### config.mk
export PLATFORM = sky130hd
export DESIGN_NAME = flappy_game_ctrl
export DESIGN_NICKNAME = d
export VERILOG_FILES = /design/src/rtl/flappy_game_ctrl_pkg.sv /design/src/rtl/flappy_game_ctrl_scroll_burst_gen.sv /design/src/rtl/flappy_game_ctrl.sv
export SDC_FILE = /design/constraint.sdc
export NUM_CORES = 1
export LEC_CHECK = 0
export CAP_MARGIN = 15
export CELL_PAD_IN_SITES_DETAIL_PLACEMENT = 1
export CELL_PAD_IN_SITES_GLOBAL_PLACEMENT = 1
export CORE_UTILIZATION = 31
export CTS_CLUSTER_DIAMETER = 60
export DETAILED_ROUTE_END_ITERATION = 8
export PLACE_DENSITY = 0.64
export SYNTH_ARGS = -nofsm -noshare
export SYNTH_HDL_FRONTEND = slang
export SYNTH_SLANG_ARGS = --single-unit
### constraint.sdc
create_clock -name clk -period 1.6 [get_ports clk]
set_input_delay 0.32 -clock clk [delete_from_list [all_inputs] [get_ports clk]]
set_output_delay 0.32 -clock clk [all_outputs]
set_load 0.005 [all_outputs]
### src/rtl/flappy_game_ctrl_pkg.sv
// Shared definitions for the flappy game-flow controller and its display consumers.
// Latency: n/a (types, constants and a pure function only).
// Backpressure: n/a.
package flappy_game_ctrl_pkg;

   // State codes are also decoded by the VGA/score display, so keep them fixed.
   typedef enum logic [2:0] {
      ST_IDLE  = 3'd0,
      ST_READY = 3'd1,
      ST_PLAY  = 3'd2,
      ST_DYING = 3'd3,
      ST_OVER  = 3'd4
   } state_t;

   localparam int READY_FRAMES_DEF = 60;
   localparam int DEATH_FRAMES_DEF = 90;
   localparam int SPEED_DIV_DEF    = 4;
   localparam int MAX_SPEED_DEF    = 4;

   // Scroll speed in px/frame: one extra pixel every speed_div points, capped.
   function automatic logic [2:0] speed_calc(input logic [3:0] score,
                                             input int         speed_div,
                                             input int         max_speed);
      int s;
      s = 1 + int'({28'd0, score}) / speed_div;
      if (s > max_speed) s = max_speed;
      return s[2:0];
   endfunction

endpackage

### src/rtl/flappy_game_ctrl_scroll_burst_gen.sv
// Emits len consecutive count_en pulses after a load, one per pixel of scroll.
// Latency: first pulse the cycle after load; abort kills count_en in the same cycle.
// Backpressure: none; a load while busy is the caller's job to suppress.
module scroll_burst_gen (
   input  logic       clk,
   input  logic       reset,
   input  logic       load,
   input  logic [2:0] len,
   input  logic       abort,
   output logic       count_en,
   output logic       busy
);

   logic [2:0] remain;

   // Down-counter of pixels still to scroll in this frame.
   always_ff @(posedge clk or posedge reset) begin
      if (reset)                remain <= 3'd0;
      else if (abort)           remain <= 3'd0;
      else if (load)            remain <= len;
      else if (remain != 3'd0)  remain <= remain - 3'd1;
   end

   // Abort masks the pulse combinationally so a collision stops the pipes at once.
   assign busy     = (remain != 3'd0);
   assign count_en = busy & ~abort;

endmodule

### src/rtl/flappy_game_ctrl.sv
// Game-flow sequencer: IDLE -> READY countdown -> PLAY scrolling -> DYING freeze -> OVER.
// Latency: state changes one cycle after the triggering btn edge / frame_tick / lose.
// Backpressure: none; frame_ticks arriving mid-burst are dropped.
module flappy_game_ctrl
   import flappy_game_ctrl_pkg::*;
#(
   parameter int READY_FRAMES = READY_FRAMES_DEF,
   parameter int DEATH_FRAMES = DEATH_FRAMES_DEF,
   parameter int SPEED_DIV    = SPEED_DIV_DEF,
   parameter int MAX_SPEED    = MAX_SPEED_DEF
) (
   input  logic       clk,
   input  logic       reset,
   input  logic       frame_tick,
   input  logic       btn,
   input  logic       lose,
   input  logic [3:0] score,
   output logic       pipe_reset,
   output logic       count_en,
   output logic       bird_en,
   output logic [2:0] state,
   output logic       game_over,
   output logic [3:0] hi_score
);

   localparam int FC_MAX = (READY_FRAMES > DEATH_FRAMES) ? READY_FRAMES : DEATH_FRAMES;
   localparam int FC_W   = $clog2(FC_MAX + 1);

   state_t            state_q, state_nxt;
   logic              btn_q;
   logic              btn_rise;
   logic [FC_W-1:0]   frame_cnt;
   logic              fc_load_ready, fc_load_death, fc_dec;
   logic              hi_upd;
   logic              burst_load, burst_abort, burst_busy;
   logic              last_frame;

   assign btn_rise   = btn & ~btn_q;
   assign last_frame = (frame_cnt <= FC_W'(1));
   assign state      = state_q;

   // Button history for rising-edge detection; a held button never retriggers.
   always_ff @(posedge clk or posedge reset) begin
      if (reset) btn_q <= 1'b0;
      else        btn_q <= btn;
   end

   // State register.
   always_ff @(posedge clk or posedge reset) begin
      if (reset) state_q <= ST_IDLE;
      else       state_q <= state_nxt;
   end

   // Next-state and output decode.
   always_comb begin
      state_nxt     = state_q;
      pipe_reset    = 1'b0;
      bird_en       = 1'b0;
      game_over     = 1'b0;
      burst_load    = 1'b0;
      burst_abort   = 1'b0;
      fc_load_ready = 1'b0;
      fc_load_death = 1'b0;
      fc_dec        = 1'b0;
      hi_upd        = 1'b0;
      case (state_q)
         ST_IDLE: begin
            pipe_reset = 1'b1;
            if (btn_rise) begin
               state_nxt     = ST_READY;
               fc_load_ready = 1'b1;
            end
         end
         ST_READY: begin
            bird_en = 1'b1;
            if (frame_tick) begin
               fc_dec = 1'b1;
               if (last_frame) state_nxt = ST_PLAY;
            end
         end
         ST_PLAY: begin
            bird_en = 1'b1;
            if (lose) begin
               // Collision wins over a coincident frame_tick: no new burst.
               burst_abort   = 1'b1;
               fc_load_death = 1'b1;
               hi_upd        = 1'b1;
               state_nxt     = ST_DYING;
            end else if (frame_tick && !burst_busy) begin
               burst_load = 1'b1;
            end
         end
         ST_DYING: begin
            if (frame_tick) begin
               fc_dec = 1'b1;
               if (last_frame) state_nxt = ST_OVER;
            end
         end
         ST_OVER: begin
            game_over = 1'b1;
            if (btn_rise) state_nxt = ST_IDLE;
         end
         default: begin
            pipe_reset = 1'b1;
            state_nxt  = ST_IDLE;
         end
      endcase
   end

   // Shared frame counter for the READY countdown and the DYING freeze.
   always_ff @(posedge clk or posedge reset) begin
      if (reset)                           frame_cnt <= '0;
      else if (fc_load_ready)              frame_cnt <= FC_W'(READY_FRAMES);
      else if (fc_load_death)              frame_cnt <= FC_W'(DEATH_FRAMES);
      else if (fc_dec && frame_cnt != '0)  frame_cnt <= frame_cnt - FC_W'(1);
   end

   // Best score, captured on the PLAY->DYING transition.
   always_ff @(posedge clk or posedge reset) begin
      if (reset)                          hi_score <= 4'd0;
      else if (hi_upd && score > hi_score) hi_score <= score;
   end

   scroll_burst_gen u_burst (
      .clk      (clk),
      .reset    (reset),
      .load     (burst_load),
      .len      (speed_calc(score, SPEED_DIV, MAX_SPEED)),
      .abort    (burst_abort),
      .count_en (count_en),
      .busy     (burst_busy)
   );

endmodule

# After elaboration in Yosys (flattened, before gate mapping)
# Cells that the tools add are included.
# totals
regBits,18
inputBits,9
# classes
eq_ne,11
mux,27
n_addsub,3
reduce_logical,13
n_bitwise,4
order_cmp,3
# ops
cell,count
$mux W3,11
$mux W7,3
$pmux W3 S5,1
$ne A2 B2 Y1 const B,7
$mux W1,12
$reduce_bool A3 Y1,3
$le A7 B1 Y1 const B,1
$reduce_and A7 Y1,1
$reduce_bool A7 Y1,1
$sub A7 B1 Y7 const B,1
$eq A3 B2 Y1 const B,2
$gt A4 B4 Y1,1
$reduce_or A2 Y1,2
$reduce_or A4 Y1,1
$add A1 B2 Y3 const A,1
$eq A3 B1 Y1 const B,1
$eq A3 B3 Y1 const B,1
$gt A3 B3 Y1 const B,1
$logic_and A1 B1 Y1,3
$logic_not A3 Y1,1
$sub A3 B1 Y3 const B,1
$and A1 B1 Y1,2
$not A1 Y1,2
$logic_not A1 Y1,1

# Longest topological paths before layout
# logic_depth
ltp_word,8
depth_mapped,7
depth_no_buf,7

# By module
# Synthesis repeated with hierarchy kept, for this count alone.
# hier_totals
cells_unflattened,125
area_unflattened_um2,1207.4
# by_module_without_submodules
mod,area_each_um2,cells_per_inst,seq_area_each_um2,instances
flappy_game_ctrl,994.7,102,375.4,1
scroll_burst_gen,212.7,23,75.1,1

# Worst setup path before layout
# OpenSTA, ideal clock, no wires.
# synth_path
path_kind,register to register
start,"register state_q[0], in the netlist state[0]"
end,register hi_score[0]
t_arrival_ns,1.520
slack_ns,-0.045
n_path_buf,2
setup_time_ns,0.125
t_required_ns,1.475
synth_period_minus_slack_ns,1.645
path_stages_with_launch,7
path_cell_list,dfrtp_1 buf_6 nor4bb_1 buf_4 nand2_1 a21oi_4 mux2_2
# synth_via
elab_chain_cells,3
# synth_rtl
item,line,rtl
"start, declared",flappy_game_ctrl.sv:29,"state_t state_q, state_nxt;"
"start signal, assigned",flappy_game_ctrl.sv:51,else state_q <= state_nxt;
$eq A3 B2 Y1,flappy_game_ctrl.sv:66,case (state_q)
$mux W1,flappy_game_ctrl.sv:66,
$logic_and A1 B1 Y1,flappy_game_ctrl.sv:121,else if (hi_upd && score > hi_score) hi_score <= score;
"end signal, assigned",flappy_game_ctrl.sv:121,
"end, declared",flappy_game_ctrl.sv:23,output logic [3:0] hi_score
# No other way between the ends.
# A chain may end at the register's enable or synchronous reset.

# Final worst setup path
# layout_path
start,"register state_q[2], in the netlist state[2]"
end,register u_burst.remain[1]
# layout_via
elab_chain_cells,4
elab_cells_between_ends,6
classes_between,1 x eq/ne; 4 x mux; 1 x reduce/logical
# layout_rtl
item,line,rtl
$eq A3 B2 Y1 *,flappy_game_ctrl.sv:66,
$mux W1,flappy_game_ctrl.sv:66,
$mux W3,flappy_game_ctrl_scroll_burst_gen.sv:20,else if (load) remain <= len;
$mux W3,flappy_game_ctrl_scroll_burst_gen.sv:19,else if (abort) remain <= 3'd0;
"end signal, assigned",flappy_game_ctrl_scroll_burst_gen.sv:20,
"end signal, assigned",flappy_game_ctrl_scroll_burst_gen.sv:21,else if (remain != 3'd0) remain <= remain - 3'd1;
"end, declared",flappy_game_ctrl_scroll_burst_gen.sv:14,logic [2:0] remain;
# Every way passes the cells marked *; elsewhere a longest branch is shown, timed or not.

==> results.md <==
* HPWL after DPL at 2486 µm
* Critical Path Fanout Max at 4
* Die height at 64.93 µm
* Syn-to-layout area delta at 68.81%
* Multiplexer area fraction after synthesis at 7.951%
* Post-Synthesis Mean Instance Area at 10.49 µm²
* Starting DRC count in detailed routing at 30
* Post-route minimum period at 1.732 ns
* Post-route insts no fill at 238
* Largest family of logic cells by synthesized area: simple AND/OR/NAND/NOR gates
* Critical R2R Capture: u_burst.remain[1]$_DFFE_PP0P_
* Number of antenna violations at the first check in global routing at 0
* Number of pins with negative max-slew slack in the final report at 0
* Post-synthesis adder-cell area fraction at 10.19%
* Most common cell after layout, fill and taps aside: sky130_fd_sc_hd__buf_4
* Die width at 64.93 µm
* Count of port buffers added during placement at 19
* NumNets Final at 211
* Critical setup path kind: flop to flop
* Largest net degree at the start of global routing at 19
* Fin Clk Skew at 0.002588 ns
* Post-synthesis instance area at 1227 µm²
* Complex-gate fraction of the synthesized area at 16.00%
* Via total after detailed routing at 1200
* Initial standard-cell utilization of the core at 33.03%
* DR DRC count at 0
* Setup Slack @ Placement at -0.5009 ns
* Mapped Nets at 136
* Worst r2r path cells at 7
* Worst max-slew margin expressed relative to the limit at 77.26%
* Area of the placeable core at 3716 µm²
* Power density over the cells at 1411 nW/µm²
* Final setup vio count at 17
* Required time of the worst setup path at 1.74 ns
* Overflow left after global routing at 0
* Failing checks: setup timing
* FF-to-FF setup slack at -0.13 ns
* Area fraction in and, or, nand and nor cells after synthesis at 18.35%
* Placer congestion estimate at 0.7571
* Clock buffer depth at 2
* Count of hold buffers inserted by post-cts repair at 0
* Max-capacitance violation count at 0
* Highest-count cells in the layout ignoring fill and taps: 43 x sky130_fd_sc_hd__buf_4, 16 x sky130_fd_sc_hd__dfrtp_1, 12 x sky130_fd_sc_hd__buf_6
* Ant diodes at 0
* GRT Total Usage at 21.43%
* Wire length of the first global-routing pass at 6720 µm
* H-tree depth reported by CTS at 1
* Site Rows at 22
* Distinct cells, synth at 42
* Final count of hold timing violations at 0
* Final core utilization at 55.76%
* EDFF count, synth at 0
* Hold Crit Class: input port to async pin
* Clock buffers created by TritonCTS at 3
* Number of instances in the synthesized netlist at 117
* Vias per inst at 5.042
* Count of state elements after synthesis at 18
* Total Die Area at 4215 µm²
* Clock latency at the later pin of the worst-skew pair at 0.25 ns
* Share of flip-flops with an asynchronous set or reset at 100.0%
* Fraction of layout cells with a size suffix above 1 at 50.00%
* Share of the clock period used by the worst path at 108.3%
* Sequential element share of the synthesized area at 36.70%
* Length of the first detailed-routing pass in iterations at 4
* Antenna viol nets, final at 0
* Maximum clock frequency at 0.5773 GHz
* Setup ws final at -0.1321 ns
* Worst vdd rail ir drop at 0.8886 mV
* Via count of the first global-routing pass at 1340
* Run status: finished, violations left
* Count of synthesis-stage warnings from yosys at 0
* Kind of end point of the critical path: flop
* Average wire per cell in the routed design at 17.71 µm
* Primary flip-flop cell chosen by synthesis mapping: sky130_fd_sc_hd__dfrtp_1
* Data arrival time of the critical path at 1.88 ns
* Number of top-level pins at 20
* Slew of the pin with the lowest slew margin at 0.3399 ns
* Unrepaired setup endpoints after global routing: true
* # clock sinks at 18
* Wire length after detailed routing at 4216 µm
* Worst R2R Start: state[2]$_DFFE_PP0P_
* Master cell of the clock root buffer: sky130_fd_sc_hd__clkbuf_8
* TritonCTS clock tree: yes
* Synthesized-area fraction occupied by xor and xnor cells at 4.281%
* Pleak at 0.9817 nW
* Kind of launch point of the worst setup path: flop
* CTS clock-pin slew for the worst setup and hold paths at 0.07 ns
* Number of instances in the placed design at 209
[power by group]
group | total, W | internal [W] | leakage (nW) | switching [W]
clock | 0.000323 | 0.000167 | 0.0216 | 0.000156
sequential | 0.000823 | 0.000630 | 0.217 | 0.000193
combinational | 0.00178 | 0.000964 | 0.743 | 0.000814
total | 0.00292 | 0.00176 | 0.982 | 0.00116
[Yosys cell counts, types with 3 or more instances]
library cell              count  area [µm²]
sky130_fd_sc_hd__dfrtp_1     18       450.4
sky130_fd_sc_hd__inv_1       12       45.04
sky130_fd_sc_hd__ha_1        10       125.1
sky130_fd_sc_hd__nor2_1      10       37.54
sky130_fd_sc_hd__nand2_1      7       26.28
sky130_fd_sc_hd__mux2_2       5       56.30
sky130_fd_sc_hd__mux2i_1      3       30.03
sky130_fd_sc_hd__xnor2_1      3       26.28
sky130_fd_sc_hd__xor2_1       3       26.28
[registers in the layout, indices dropped and copies added (netlist names)]
name            count
btn_q               1
frame_cnt           7
hi_score            4
state               3
u_burst.remain      3
[metal layers]
metal / vias up / routed length (µm) / global-route usage (%)
met5: - / 0 / 0
met4: 0 / 68 / 5.556
met3: 6 / 87 / 2.289
met2: 20 / 2372 / 43.23
met1: 610 / 1688 / 22.92
li1: 564 / - / -
[final cells by class]
class                   count  area [µm²]
well taps                  48       60.06
fillers                   414        1644
flip-flops and latches     18       452.9
inverters                  12       45.04
clock buffers               3       41.29
multi-input cells          83       844.6
repair buffers             74       628.1
[logic make-up (layout without fill, tap and decap cells)]
logic type,Yosys count,in the layout
AOI/OAI and AO/OA,23,23
xor gates and xnor gates,6,6
adders and majority gates,10,10
buffers and inverters,16,89
DFF,18,18
muxes,9,9
and+or+nand+nor,35,35
[worst max-delay path by stage]
| stage | startpoint | end | slack, ns | cells past startpoint |
|---|---|---|---|---|
| floorplan | state[0]$_DFFE_PP0P_ | hi_score[0]$_DFFE_PP0P_ | -0.04 | 6 |
| global placement | lose | count_en | -0.47 | 5 |
| detailed placement | lose | count_en | -0.50 | 5 |
| CTS | state[1]$_DFFE_PP0P_ | count_en | -0.10 | 4 |
| global route | state[2]$_DFFE_PP0P_ | u_burst.remain[1]$_DFFE_PP0P_ | -0.19 | 7 |
| finish | state[2]$_DFFE_PP0P_ | u_burst.remain[1]$_DFFE_PP0P_ | -0.13 | 7 |
[per-stage QoR]
stage	setup TNS, ns	total power (W)	hold slack, ns	instance area (µm²)
2_1_floorplan	-0.1426	0.001514	0.2586	1232
5_1_grt	-2.264	0.003131	0.4318	2072
6_report	-1.327	0.002923	0.4014	2072
4_1_cts	-0.8852	0.002670	0.3998	1971
3_3_place_gp	-4.021	0.001980	0.5208	1665
3_5_place_dp	-4.681	0.002074	0.5221	1665
[critical path, stage by stage, from the launching register on]
cell and delay (ns):
sky130_fd_sc_hd__dfrtp_1 0.44, sky130_fd_sc_hd__buf_6 0.16, sky130_fd_sc_hd__buf_6 0.11, sky130_fd_sc_hd__nand2b_4 0.15, sky130_fd_sc_hd__nor4_4 0.32, sky130_fd_sc_hd__buf_4 0.18
sky130_fd_sc_hd__mux2i_1 0.21, sky130_fd_sc_hd__nor2_1 0.06
[what timing repair did]
item / CTS / global route
buffers inserted: 20 / 6
resized for setup: 44 / 19
setup endpoints to repair: 18 / 19
pin swaps: 15 / 13
(Power assumes the default switching activity.)
